===== config.mk =====
export PLATFORM = sky130hd
export DESIGN_NAME = viterbi_core
export DESIGN_NICKNAME = d
export VERILOG_FILES = /design/src/rtl/viterbi_core.sv
export SDC_FILE = /design/constraint.sdc
export NUM_CORES = 1
export LEC_CHECK = 0
export ABC_AREA = 1
export BUFFER_PORTS_ARGS = -buffer_cell sky130_fd_sc_hd__buf_4
export CAP_MARGIN = 25
export CORE_MARGIN = 2
export CORE_UTILIZATION = 25
export DETAILED_ROUTE_END_ITERATION = 10
export SLEW_MARGIN = 5
export SYNTH_ARGS = -nofsm -noshare
export SYNTH_HDL_FRONTEND = slang
export SYNTH_SLANG_ARGS = --single-unit

===== constraint.sdc =====
create_clock -name clk -period 6 [get_ports clk]
set_input_delay 1.8 -clock clk [delete_from_list [all_inputs] [get_ports clk]]
set_output_delay 1.8 -clock clk [all_outputs]
set_load 0.03 [all_outputs]

===== src/rtl/viterbi_core.sv =====
// Hard-decision Viterbi decoder for the rate-1/2, K=3 (7,5) code.
// Decodes one 8-symbol packet per pass: capture, 8 ACS steps, select, 8 traceback steps.
module viterbi_core #(
  parameter int PM_W    = 6,
  parameter int PM_INIT = 16
) (
  input  logic            clk,
  input  logic            rst,
  input  logic            valid_in,
  input  logic [1:0]      bit_pair_0,
  input  logic [1:0]      bit_pair_1,
  input  logic [1:0]      bit_pair_2,
  input  logic [1:0]      bit_pair_3,
  input  logic [1:0]      bit_pair_4,
  input  logic [1:0]      bit_pair_5,
  input  logic [1:0]      bit_pair_6,
  input  logic [1:0]      bit_pair_7,
  output logic            refresh,
  output logic            valid_out,
  output logic [7:0]      decoded_out,
  output logic [PM_W-1:0] error_metric,
  output logic            busy
);

  typedef enum logic [2:0] {IDLE, ACS, SELECT, TRACE, DONE} state_t;

  state_t          state, state_next;
  logic [1:0]      pairs [8];
  logic [PM_W-1:0] pm [4];
  logic [3:0]      dec [8];
  logic [2:0]      step;
  logic [1:0]      tb_state;

  logic [1:0]      rx;
  logic [1:0]      ns_b;
  logic [PM_W-1:0] cand0, cand1;
  logic [PM_W-1:0] pm_next [4];
  logic [3:0]      dec_bits;
  logic [1:0]      best;

  // Hamming distance between a received pair and the encoder output for (ps, u).
  function automatic logic [1:0] branch_metric(input logic [1:0] r, input logic [1:0] ps,
                                               input logic u);
    logic [1:0] d;
    d = r ^ {u ^ ps[1] ^ ps[0], u ^ ps[0]};
    return {1'b0, d[1]} + {1'b0, d[0]};
  endfunction

  // Predecessors of ns are {ns[0],x}; the strict compare makes ties pick x=0.
  always_comb begin
    rx       = pairs[step];
    ns_b     = '0;
    cand0    = '0;
    cand1    = '0;
    dec_bits = '0;
    for (int i = 0; i < 4; i++) pm_next[i] = '0;
    for (int ns = 0; ns < 4; ns++) begin
      ns_b  = 2'(ns);
      cand0 = pm[{ns_b[0], 1'b0}] + PM_W'(branch_metric(rx, {ns_b[0], 1'b0}, ns_b[1]));
      cand1 = pm[{ns_b[0], 1'b1}] + PM_W'(branch_metric(rx, {ns_b[0], 1'b1}, ns_b[1]));
      if (cand1 < cand0) begin
        pm_next[ns]  = cand1;
        dec_bits[ns] = 1'b1;
      end else begin
        pm_next[ns] = cand0;
      end
    end
  end

  always_comb begin
    best = 2'd0;
    for (int i = 1; i < 4; i++) begin
      if (pm[i] < pm[best]) best = 2'(i);
    end
  end

  always_ff @(posedge clk) begin
    if (rst) state <= IDLE;
    else     state <= state_next;
  end

  always_comb begin
    state_next = state;
    case (state)
      IDLE:    if (valid_in) state_next = ACS;
      ACS:     if (step == 3'd7) state_next = SELECT;
      SELECT:  state_next = TRACE;
      TRACE:   if (step == 3'd0) state_next = DONE;
      DONE:    state_next = IDLE;
      default: state_next = IDLE;
    endcase
  end

  always_ff @(posedge clk) begin
    if (rst) begin
      for (int i = 0; i < 8; i++) begin
        pairs[i] <= '0;
        dec[i]   <= '0;
      end
      for (int i = 0; i < 4; i++) pm[i] <= '0;
      step         <= '0;
      tb_state     <= '0;
      decoded_out  <= '0;
      error_metric <= '0;
    end else begin
      case (state)
        IDLE: begin
          if (valid_in) begin
            pairs[0] <= bit_pair_0;
            pairs[1] <= bit_pair_1;
            pairs[2] <= bit_pair_2;
            pairs[3] <= bit_pair_3;
            pairs[4] <= bit_pair_4;
            pairs[5] <= bit_pair_5;
            pairs[6] <= bit_pair_6;
            pairs[7] <= bit_pair_7;
            pm[0]    <= '0;
            pm[1]    <= PM_W'(PM_INIT);
            pm[2]    <= PM_W'(PM_INIT);
            pm[3]    <= PM_W'(PM_INIT);
            step     <= '0;
          end
        end
        ACS: begin
          for (int i = 0; i < 4; i++) pm[i] <= pm_next[i];
          dec[step] <= dec_bits;
          step      <= step + 3'd1;
        end
        SELECT: begin
          tb_state     <= best;
          error_metric <= pm[best];
          step         <= 3'd7;
        end
        TRACE: begin
          // The newest input bit of the surviving state is the decoded bit for this symbol.
          decoded_out[3'd7 - step] <= tb_state[1];
          tb_state                 <= {tb_state[0], dec[step][tb_state]};
          step                     <= step - 3'd1;
        end
        default: ;
      endcase
    end
  end

  assign valid_out = (state == DONE);
  assign refresh   = (state == DONE);
  assign busy      = (state != IDLE);

endmodule

Word level (Yosys, flattened, before mapping) --
Memories as Yosys holds them, arrays and structs flattened. A register that Yosys moved wholly into a read port is not among the register bits. Index checks and enable logic that the tools add are counted. W data, S select, Z words.
Operators by class: add/sub/neg operators 15, multipliers 0, div/mod/pow operators 0, magnitude comparators 10, equality and inequality tests 8, shift operators 0, mux-type cells 55, bitwise operators 19, reductions and logical operators 9
Operators by type and width (count):
- $mux W6 | 12
- $add A6 B2 Y6 | 8
- $lt A6 B6 Y1 | 7
- $mux W3 | 9
- $pmux W3 S4 | 2
- $mux W2 | 10
- $mux W1 | 17
- $or A1 B1 Y1 | 16
- $add A1 B1 Y2 | 4
- $bwmux W8 | 1
- $eq A3 B2 Y1 const B | 2
- $eq A3 B3 Y1 const B | 2
- $logic_not A3 Y1 | 2
- $ne A2 B2 Y1 const B | 3
- $lt A3 B4 Y1 const B | 1
- $mux W4 | 1
- $pmux W2 S2 | 1
- $reduce_bool A4 Y1 | 1
- $reduce_or A4 Y1 | 1
- $add A3 B1 Y3 const B | 1
- $demux W1 S3 | 1
- $eq A3 B1 Y1 const B | 1
- $ge A3 B1 Y1 const B | 1
- $lt A2 B3 Y1 const B | 1
- other kinds (10) | 11
Storage, ports and cells: register bits 16, latch bits 0, RAM bits 72, memory bits (read-only) 0, input bits 19, output and inout port bits 17, word-level logic and storage cells 123, memories 3
Memory list:
- dec | words 8, width 4, read ports 1, clocked after memory_dff 1, write ports 8, RTL line 30 | logic [3:0] dec [8];
- pm | words 4, width 6, read ports 7, clocked after memory_dff 1, write ports 4, RTL line 29 | logic [PM_W-1:0] pm [4];
- pairs | words 8, width 2, read ports 1, clocked after memory_dff 1, write ports 8, RTL line 28 | logic [1:0] pairs [8];

Longest topological paths before layout --
Gate-level depths: netlist of run 1. An unclocked memory read counts as a cell.
word-level depth 10, gate-level depth with buffers 28, mapped depth without buffers 26

Worst setup path after synthesis of run 1 --
OpenSTA, ideal clock, no wires.
path kind reg2reg, start point memory pm[0][2], end point register error_metric[1], read port of pm, library setup time 0.122 ns, arrival time 4.050 ns, data required time 5.878 ns, setup slack 1.828 ns, cell stages (with the launch flop) 29, buffers on the path 2, period minus slack after synthesis 4.172 ns, cells stage by stage edfxtp_1 -> clkbuf_1 -> inv_1 -> ha_1 -> nand2_1 -> nor2_2 -> nand2_1 -> nand2_1 -> clkbuf_1 -> nand2_1 -> o21ai_1 -> ha_1 -> a21oi_1 -> nor2_1 -> a211oi_1 -> nand2_4 -> inv_2 -> nand2_1 -> o21ai_0 -> inv_1 -> ha_1 -> a21oi_1 -> nor2_1 -> a211oi_1 -> nand2_4 -> nand2_2 -> nand3_1 -> nand2_1 -> a21oi_2
RTL lines:
- start, declared | RTL line 29
- end, declared | RTL line 21 | output logic [PM_W-1:0] error_metric,

==> results.md, run 1 <==
* Status: completed
* Worst reg2reg path depth at 20
* FMAX at 200 MHz
* Setup TNS at 0 ns
* FFs w/ async S/R, synth at 0%
* Sequential share of the synthesized area at 41.3%
* Cell Pwr Density at 369 nW/um^2
* Sw Pwr at 1.15 mW
* Library cells used by synthesis at 32
* Most frequent cells in the layout: 123 x nand2_1, 105 x nor2_1, 90 x inv_1
* Max incr delay on CP at 0.55 ns
* Maximum vdd drop at 0.000178 V
* Antenna diodes at 0
* Final Power at 2.67 mW
* Most used DFF post-synth: edfxtp_1
* Ports at 36
* CTS root buffer: clkbuf_16
* Fin crit period at 5.00 ns
* Drt drc at 0
* Post-synth EDFFs at 66
* Leak at 3.08 nW
* Critical path capture point type: flip-flop
* Combinational Power Share at 43.6%
* Layout net count at 871
* Initial antenna violation count at 0
* Multi-input logic area at 3220 um^2
* Initial Util at 25.3%
* Slew HR at 50.5%
* Placed cells at 1111
* Placed Area at 6910 um^2
* Die Area at 26500 um^2
* Worst setup margin at 1.00 ns
* Pint at 1.52 mW
* Die Width at 163 um
* Critical path peak fanout at 25
* Post-DP HPWL at 12100 um
* Core ar. at 25000 um^2
* Part of the cycle the worst path needs at 83.3%
* RSZ-0062 raised after global routing: no
* Crit start category: flip-flop
* Clock power frac at 23.3%
* Crit path max-delay cell type: dfxtp_1
* WHS Endpoint: decoded_out[3]
* FF+latch count, synth at 97
* Fin. Hold Viols at 0
* Gpl congestion at 0.908
* Register area at 2600 um^2
* CP Cell Sequence: inv_2 -> o21ai_0 -> o22ai_1 -> inv_1 -> o21ai_0 -> inv_1 -> ha_1 -> inv_1 -> ha_1 -> fa_1 -> nand3_1 -> xor2_1 -> inv_1 -> ha_1 -> nand2_1 -> nor2_1 -> o21ai_0 -> nand2_1 -> o21ai_0 -> a21oi_1
* Sink Count at 97
* Worst-path clk slew at 0.08 ns
* Fill cell count at 2635
* Crit path max-delay family: adder cells
* Avg WL per Cell at 14.0 um
* Clock latency on the worst-skew pair at 0.36 ns
* Syn Area/Cell at 8.18 um^2
* Hold WS at 0.460 ns
* Vias in the first global route at 4875
* Vias at 5131
* # hold bufs at CTS at 0
* Routed Antenna Nets at 0
* Yosys warns at 0
* CTS resizes at 0
* Largest net degree at the start of global routing at 26
* Most common cell after layout, fill and taps aside: nand2_1
* Layout area overhead at 14.5%
* Num CTS Buffers at 9
* IO buf count at 35
* Utilization after layout at 28.9%
* Switching Fraction at 43.1%
* Share of layout cells above drive strength 1 at 10.0%
* Worst slew pin tran at 0.741 ns
* Post-Syn Nets at 850
* Dpl ws at 1.09 ns
* Critical path type: reg -> reg
* Critical R2R Capture: pm[3][0]
* Longest Clk Path Bufs at 2
* First-pass GRT wire length at 25000 um
* TritonCTS clock tree: built
* Final setup vio count at 0
* Rows at 58
* Worst path required time at 6.07 ns
* Worst-case register-to-register setup slack at 1.00 ns
* Cell Area, Synth at 6310 um^2
* Via/cell ratio at 4.55
* Drt pass-1 iters at 6
* Max_cap viols at 0
* H-tree levels at 3
* Sequential power share at 33.1%
* Hold Crit Depth at 2
* Worst clock skew at 0.0143 ns
* GR Util All Layers at 12.0%
* Layout Cells excl Fill at 1127
* Cells after synthesis at 771
* Drt total wl at 15800 um
* Design Area, Final at 7230 um^2
* Critical path data arrival time at 5.07 ns
* Die height at 163 um
* Gr ovfl total at 0
* DR iter-0 viols at 457
* Hold/Removal Path Class: reg -> reg
* Post-CTS Setup Bufs at 0
* Hold Startpoint: decoded_out[3]
* Slew Viols, Final at 0
* Worst Path Buf+Inv at 5
cells by family after synthesis:
family | share of synthesized area [%]
flip-flops | 41.3
XOR/XNOR | 4.72
adder cells (fa/ha/maj) | 13.0
AO/OA/AOI/OAI | 14.2
AND/OR/NAND/NOR | 19.2
buffers and inverters | 7.68
final cells by class:
class	instances	area share, %
Multi-Input combinational cell	546	44.6
Sequential cell	97	36.0
Tap cell	330	5.71
Inverter	98	5.09
Timing Repair Buffer	40	4.16
Clock buffer	9	3.12
Clock inverter	7	1.32
worst register-to-register path, cell delays in order (launching register included):
cell     delay (ns)
dfxtp_1        0.55
inv_2          0.38
o21ai_0        0.12
o22ai_1        0.14
inv_1          0.05
o21ai_0        0.44
inv_1          0.13
ha_1           0.37
inv_1          0.08
ha_1           0.25
fa_1           0.42
nand3_1        0.12
xor2_1         0.20
inv_1          0.07
ha_1           0.27
nand2_1        0.08
nor2_1         0.05
o21ai_0        0.10
nand2_1        0.48
o21ai_0        0.32
a21oi_1        0.08
worst max path at each step:
stage                           end  depth (start not counted)  startpoint
floorplan           error_metric[1]                         28    pm[0][2]
global placement           pm[3][0]                         19   flip-flop
detailed placement         pm[3][0]                         20   flip-flop
CTS                        pm[3][0]                         19   flip-flop
global route               pm[3][0]                         18   flip-flop
finish                     pm[3][0]                         20   flip-flop
registers in the layout, summed over array words and instances (netlist names), named ones only:
register,flops
dec,32
pm,24
pairs,16
decoded_out,8
error_metric,6
state,3
step,3
tb_state,2
Yosys cell counts (2+ instances only):
cell type / instances / area, um^2
dfxtp_1: 31 / 621
nand2_1: 123 / 462
o221ai_1: 7 / 61.3
nor3_1: 9 / 45.0
a211oi_1: 2 / 15.0
inv_1: 90 / 338
xnor2_1: 8 / 70.1
nand2_4: 3 / 33.8
or2_1: 5 / 31.3
edfxtp_1: 66 / 1980
o21ai_1: 27 / 135
o21a_1: 2 / 15.0
a31oi_1: 3 / 18.8
a221oi_1: 3 / 26.3
inv_2: 8 / 30.0
o21ai_0: 48 / 240
clkbuf_1: 29 / 109
o211ai_1: 3 / 22.5
xor2_1: 26 / 228
nand3_1: 39 / 195
o22ai_1: 6 / 37.5
ha_1: 51 / 638
nor2_1: 105 / 394
a21oi_2: 6 / 52.6
nand2_2: 5 / 31.3
a21oi_1: 52 / 260
fa_1: 9 / 180
power groups by stage:
| stage | clock network [mW] | logic, mW | registers [mW] |
|---|---|---|---|
| 6_report | 0.622 | 1.16 | 0.882 |
| 5_1_grt | 0.650 | 1.33 | 0.893 |
| 4_1_cts | 0.630 | 1.16 | 0.882 |
| 3_5_place_dp | 0 | 1.15 | 0.896 |
| 3_3_place_gp | 0 | 1.14 | 0.895 |
| 2_1_floorplan | 0 | 0.894 | 0.853 |
per-layer routing:
layer | GRT usage (%) | share of wire [%] | up-vias
met3 | 2.50 | 4.5 | 28
li1 | - | - | 2614
met5 | 0 | 0 | -
met4 | 4.10 | 2.4 | 0
met2 | 19.5 | 46 | 130
met1 | 15.8 | 47 | 2359
Power figures use the tool's default switching activity.
==> run 2: changes to the inputs <==
==> constraint.sdc (replaced) <==
create_clock -name clk -period 4.1 [get_ports clk]
set_input_delay 1.23 -clock clk [delete_from_list [all_inputs] [get_ports clk]]
set_output_delay 1.23 -clock clk [all_outputs]
set_load 0.03 [all_outputs]
==> run 2 against run 1 <==
Compared with the run above:
- die area did not move
- fmax rose by 29%
- power rose by 63%
- setup slack got worse by 0.78 ns
- critical path depth rose by 6
- global-route usage rose by 0.23 points
- flip-flop and latch count did not move
- core utilization rose by 2.1 points
- sequential share of layout area fell by 2.4 points
- clock-buffer cell count did not move
- combinational power rose by 91%
- largest power group unchanged
==> results.md, run 2 (synthesized netlist as in run 1, its figures left out) <==
* Hold Startpoint: decoded_out[1]
* Regs by FF count: dec (32), pm (24), pairs (16)
* Fin. Hold Viols at 0 (unchanged)
* Num CTS Buffers at 9 (unchanged)
* Post-DP HPWL at 12100 um (+0.22%)
* Initial antenna violation count at 0 (unchanged)
* Fin crit period at 3.88 ns (-1.12 ns)
* Register area at 2610 um^2 (+0.19%)
* H-tree levels at 3 (unchanged)
* DR iter-0 viols at 431 (-5.7%)
* Slew HR at 52.3% (+1.9 points)
* Part of the cycle the worst path needs at 94.5% (+11 points)
* Avg WL per Cell at 13.8 um (-1.7%)
* Hold WS at 0.468 ns (+0.00813 ns)
* Maximum vdd drop at 0.000223 V (+25%)
* Layout area overhead at 23.0%
* Clock latency on the worst-skew pair at 0.36 ns (about the same)
* Via/cell ratio at 4.58 (+0.67%)
* Worst-path clk slew at 0.08 ns (about the same)
* Most common cell after layout, fill and taps aside: nand2_1
* Share of layout cells above drive strength 1 at 18.7% (+8.6 points)
* Gpl congestion at 0.852 (-6.2%)
* Placed Area at 7260 um^2 (+5.1%)
* Die Area at 26500 um^2 (unchanged)
* Vias at 5390 (+5.0%)
* Critical path type: reg -> reg
* Layout Cells excl Fill at 1176 (+4.3%)
* Dpl ws at -0.0247 ns (-1.11 ns)
* Initial Util at 25.3% (unchanged)
* Critical R2R Capture: tb_state[1]
* Layout net count at 920 (+5.6%)
* Ports at 36 (unchanged)
* Worst slew pin tran at 0.714 ns (-0.0279 ns)
* Placed cells at 1152 (+3.7%)
* Longest Clk Path Bufs at 2 (unchanged)
* # hold bufs at CTS at 0 (unchanged)
* Worst setup path endpoint: tb_state[1]
* GR Util All Layers at 12.2% (+0.23 points)
* TritonCTS clock tree: built
* Vias in the first global route at 5062 (+3.8%)
* Fill cell count at 2634 (-0.038%)
* Most frequent cells in the layout: 116 x nand2_1, 105 x nor2_1, 87 x inv_1
* Multi-input logic area at 3360 um^2 (+4.3%)
* Cell Pwr Density at 560 nW/um^2 (+52%)
* CTS root buffer: clkbuf_16
* Crit start category: flip-flop
* Critical path peak fanout at 6 (-76%)
* Worst-case register-to-register setup slack at 0.22 ns (-0.78 ns)
* Worst setup margin at 0.224 ns (-0.780 ns)
* Max_cap viols at 0 (unchanged)
* Largest net degree at the start of global routing at 22 (-15%)
* Crit. Startpoint: pm[0][3]
* First-pass GRT wire length at 25700 um (+2.8%)
* Sink Count at 97 (unchanged)
* Max reg flops at 32 (unchanged)
* Top reg by flops: dec
* Design Area, Final at 7760 um^2 (+7.4%)
* Status: completed
* FMAX at 258 MHz (+29%)
* Die height at 163 um (unchanged)
* Drt drc at 0 (unchanged)
* Gr ovfl total at 0 (unchanged)
* Worst r2r src: pm[0][3]
* Core ar. at 25000 um^2 (unchanged)
* Leak at 3.34 nW (+8.2%)
* Hold/Removal Path Class: reg -> reg
* Drt pass-1 iters at 5 (-1)
* Antenna diodes at 0 (unchanged)
* Final setup vio count at 0 (unchanged)
* Worst path required time at 4.38 ns (-1.69 ns)
* Setup TNS at 0 ns (unchanged)
* Routed Antenna Nets at 0 (unchanged)
* Slew Viols, Final at 0 (unchanged)
* Rows at 58 (unchanged)
* Die Width at 163 um (unchanged)
* Worst clock skew at 0.0130 ns (-0.00130 ns)
* Critical path data arrival time at 4.16 ns (-0.91 ns)
* Critical path capture point type: flip-flop
* IO buf count at 35 (unchanged)
* Drt total wl at 16200 um (+2.6%)
* Worst reg2reg path depth at 26 (+30%)
-- run 2: cell type report --
class                      instances  share of cell area, %
clock inverter                     7                   1.05
timing repair buffer              87                   8.90
inverter                          98                   4.84
timing repair inverter             1                 0.0645
sequential                        97                   33.6
multi-input combinational        547                   43.3
tap                              330                   5.32
clock buffer                       9                   2.90
-- run 2: power breakdown --
| part | leakage [nW] | internal, mW | total (mW) | switching, mW |
|---|---|---|---|---|
| logic | 2.24 | 0.911 | 2.22 | 1.31 |
| clock network | 0.150 | 0.437 | 0.867 | 0.431 |
| registers | 0.945 | 1.16 | 1.26 | 0.101 |
-- run 2: per-stage QoR --
| step | power (mW) | utilization, % |
|---|---|---|
| finish | 4.35 | 31.1 |
| CTS | 4.20 | 30.3 |
| detailed placement | 3.32 | 29.1 |
| global route | 4.70 | 31.1 |
| global placement | 3.29 | 29.1 |
| floorplan | 2.56 | - |
-- run 2: worst min-delay path by stage --
stage / to / slack (ns) / cells past startpoint
floorplan: pm[2][0] / 0.46 / 2
global placement: decoded_out[5] / 0.45 / 2
detailed placement: decoded_out[6] / 0.45 / 2
CTS: decoded_out[6] / 0.47 / 2
global route: decoded_out[6] / 0.49 / 2
finish: decoded_out[1] / 0.47 / 2
-- run 2: critical path, cell delays in order (launching register included) --
cell      delay [ns]
edfxtp_1        0.42
inv_2           0.10
ha_4            0.20
nand2_1         0.07
nand2_2         0.07
a21oi_4         0.21
nand2_4         0.10
o21ai_2         0.19
ha_1            0.29
nand2_1         0.09
nor2_1          0.06
a211oi_2        0.31
nand2_4         0.11
inv_6           0.08
nand2_1         0.08
o21ai_1         0.11
inv_1           0.06
ha_1            0.28
nand2_2         0.06
nor2_1          0.04
a211oi_1        0.20
buf_4           0.15
nand2_4         0.06
buf_4           0.14
nand2_4         0.07
nand2_2         0.06
a31oi_1         0.18
-- run 2: repair_timing --
item                       4_1_cts  5_1_grt
setup endpoints to repair       12       62
gates cloned                     0        2
pin swaps                        0       13
resized for setup                2       37
buffers inserted                 0        6
-- run 2: per-layer routing --
layer  up-vias  global-route usage, %  wire length, um
li1       2723                      -                -
met1      2540                   16.5             7720
met3        21                   2.85              749
met2       106                   19.7             7460
met4         0                   3.02              242
met5         -                      0                0
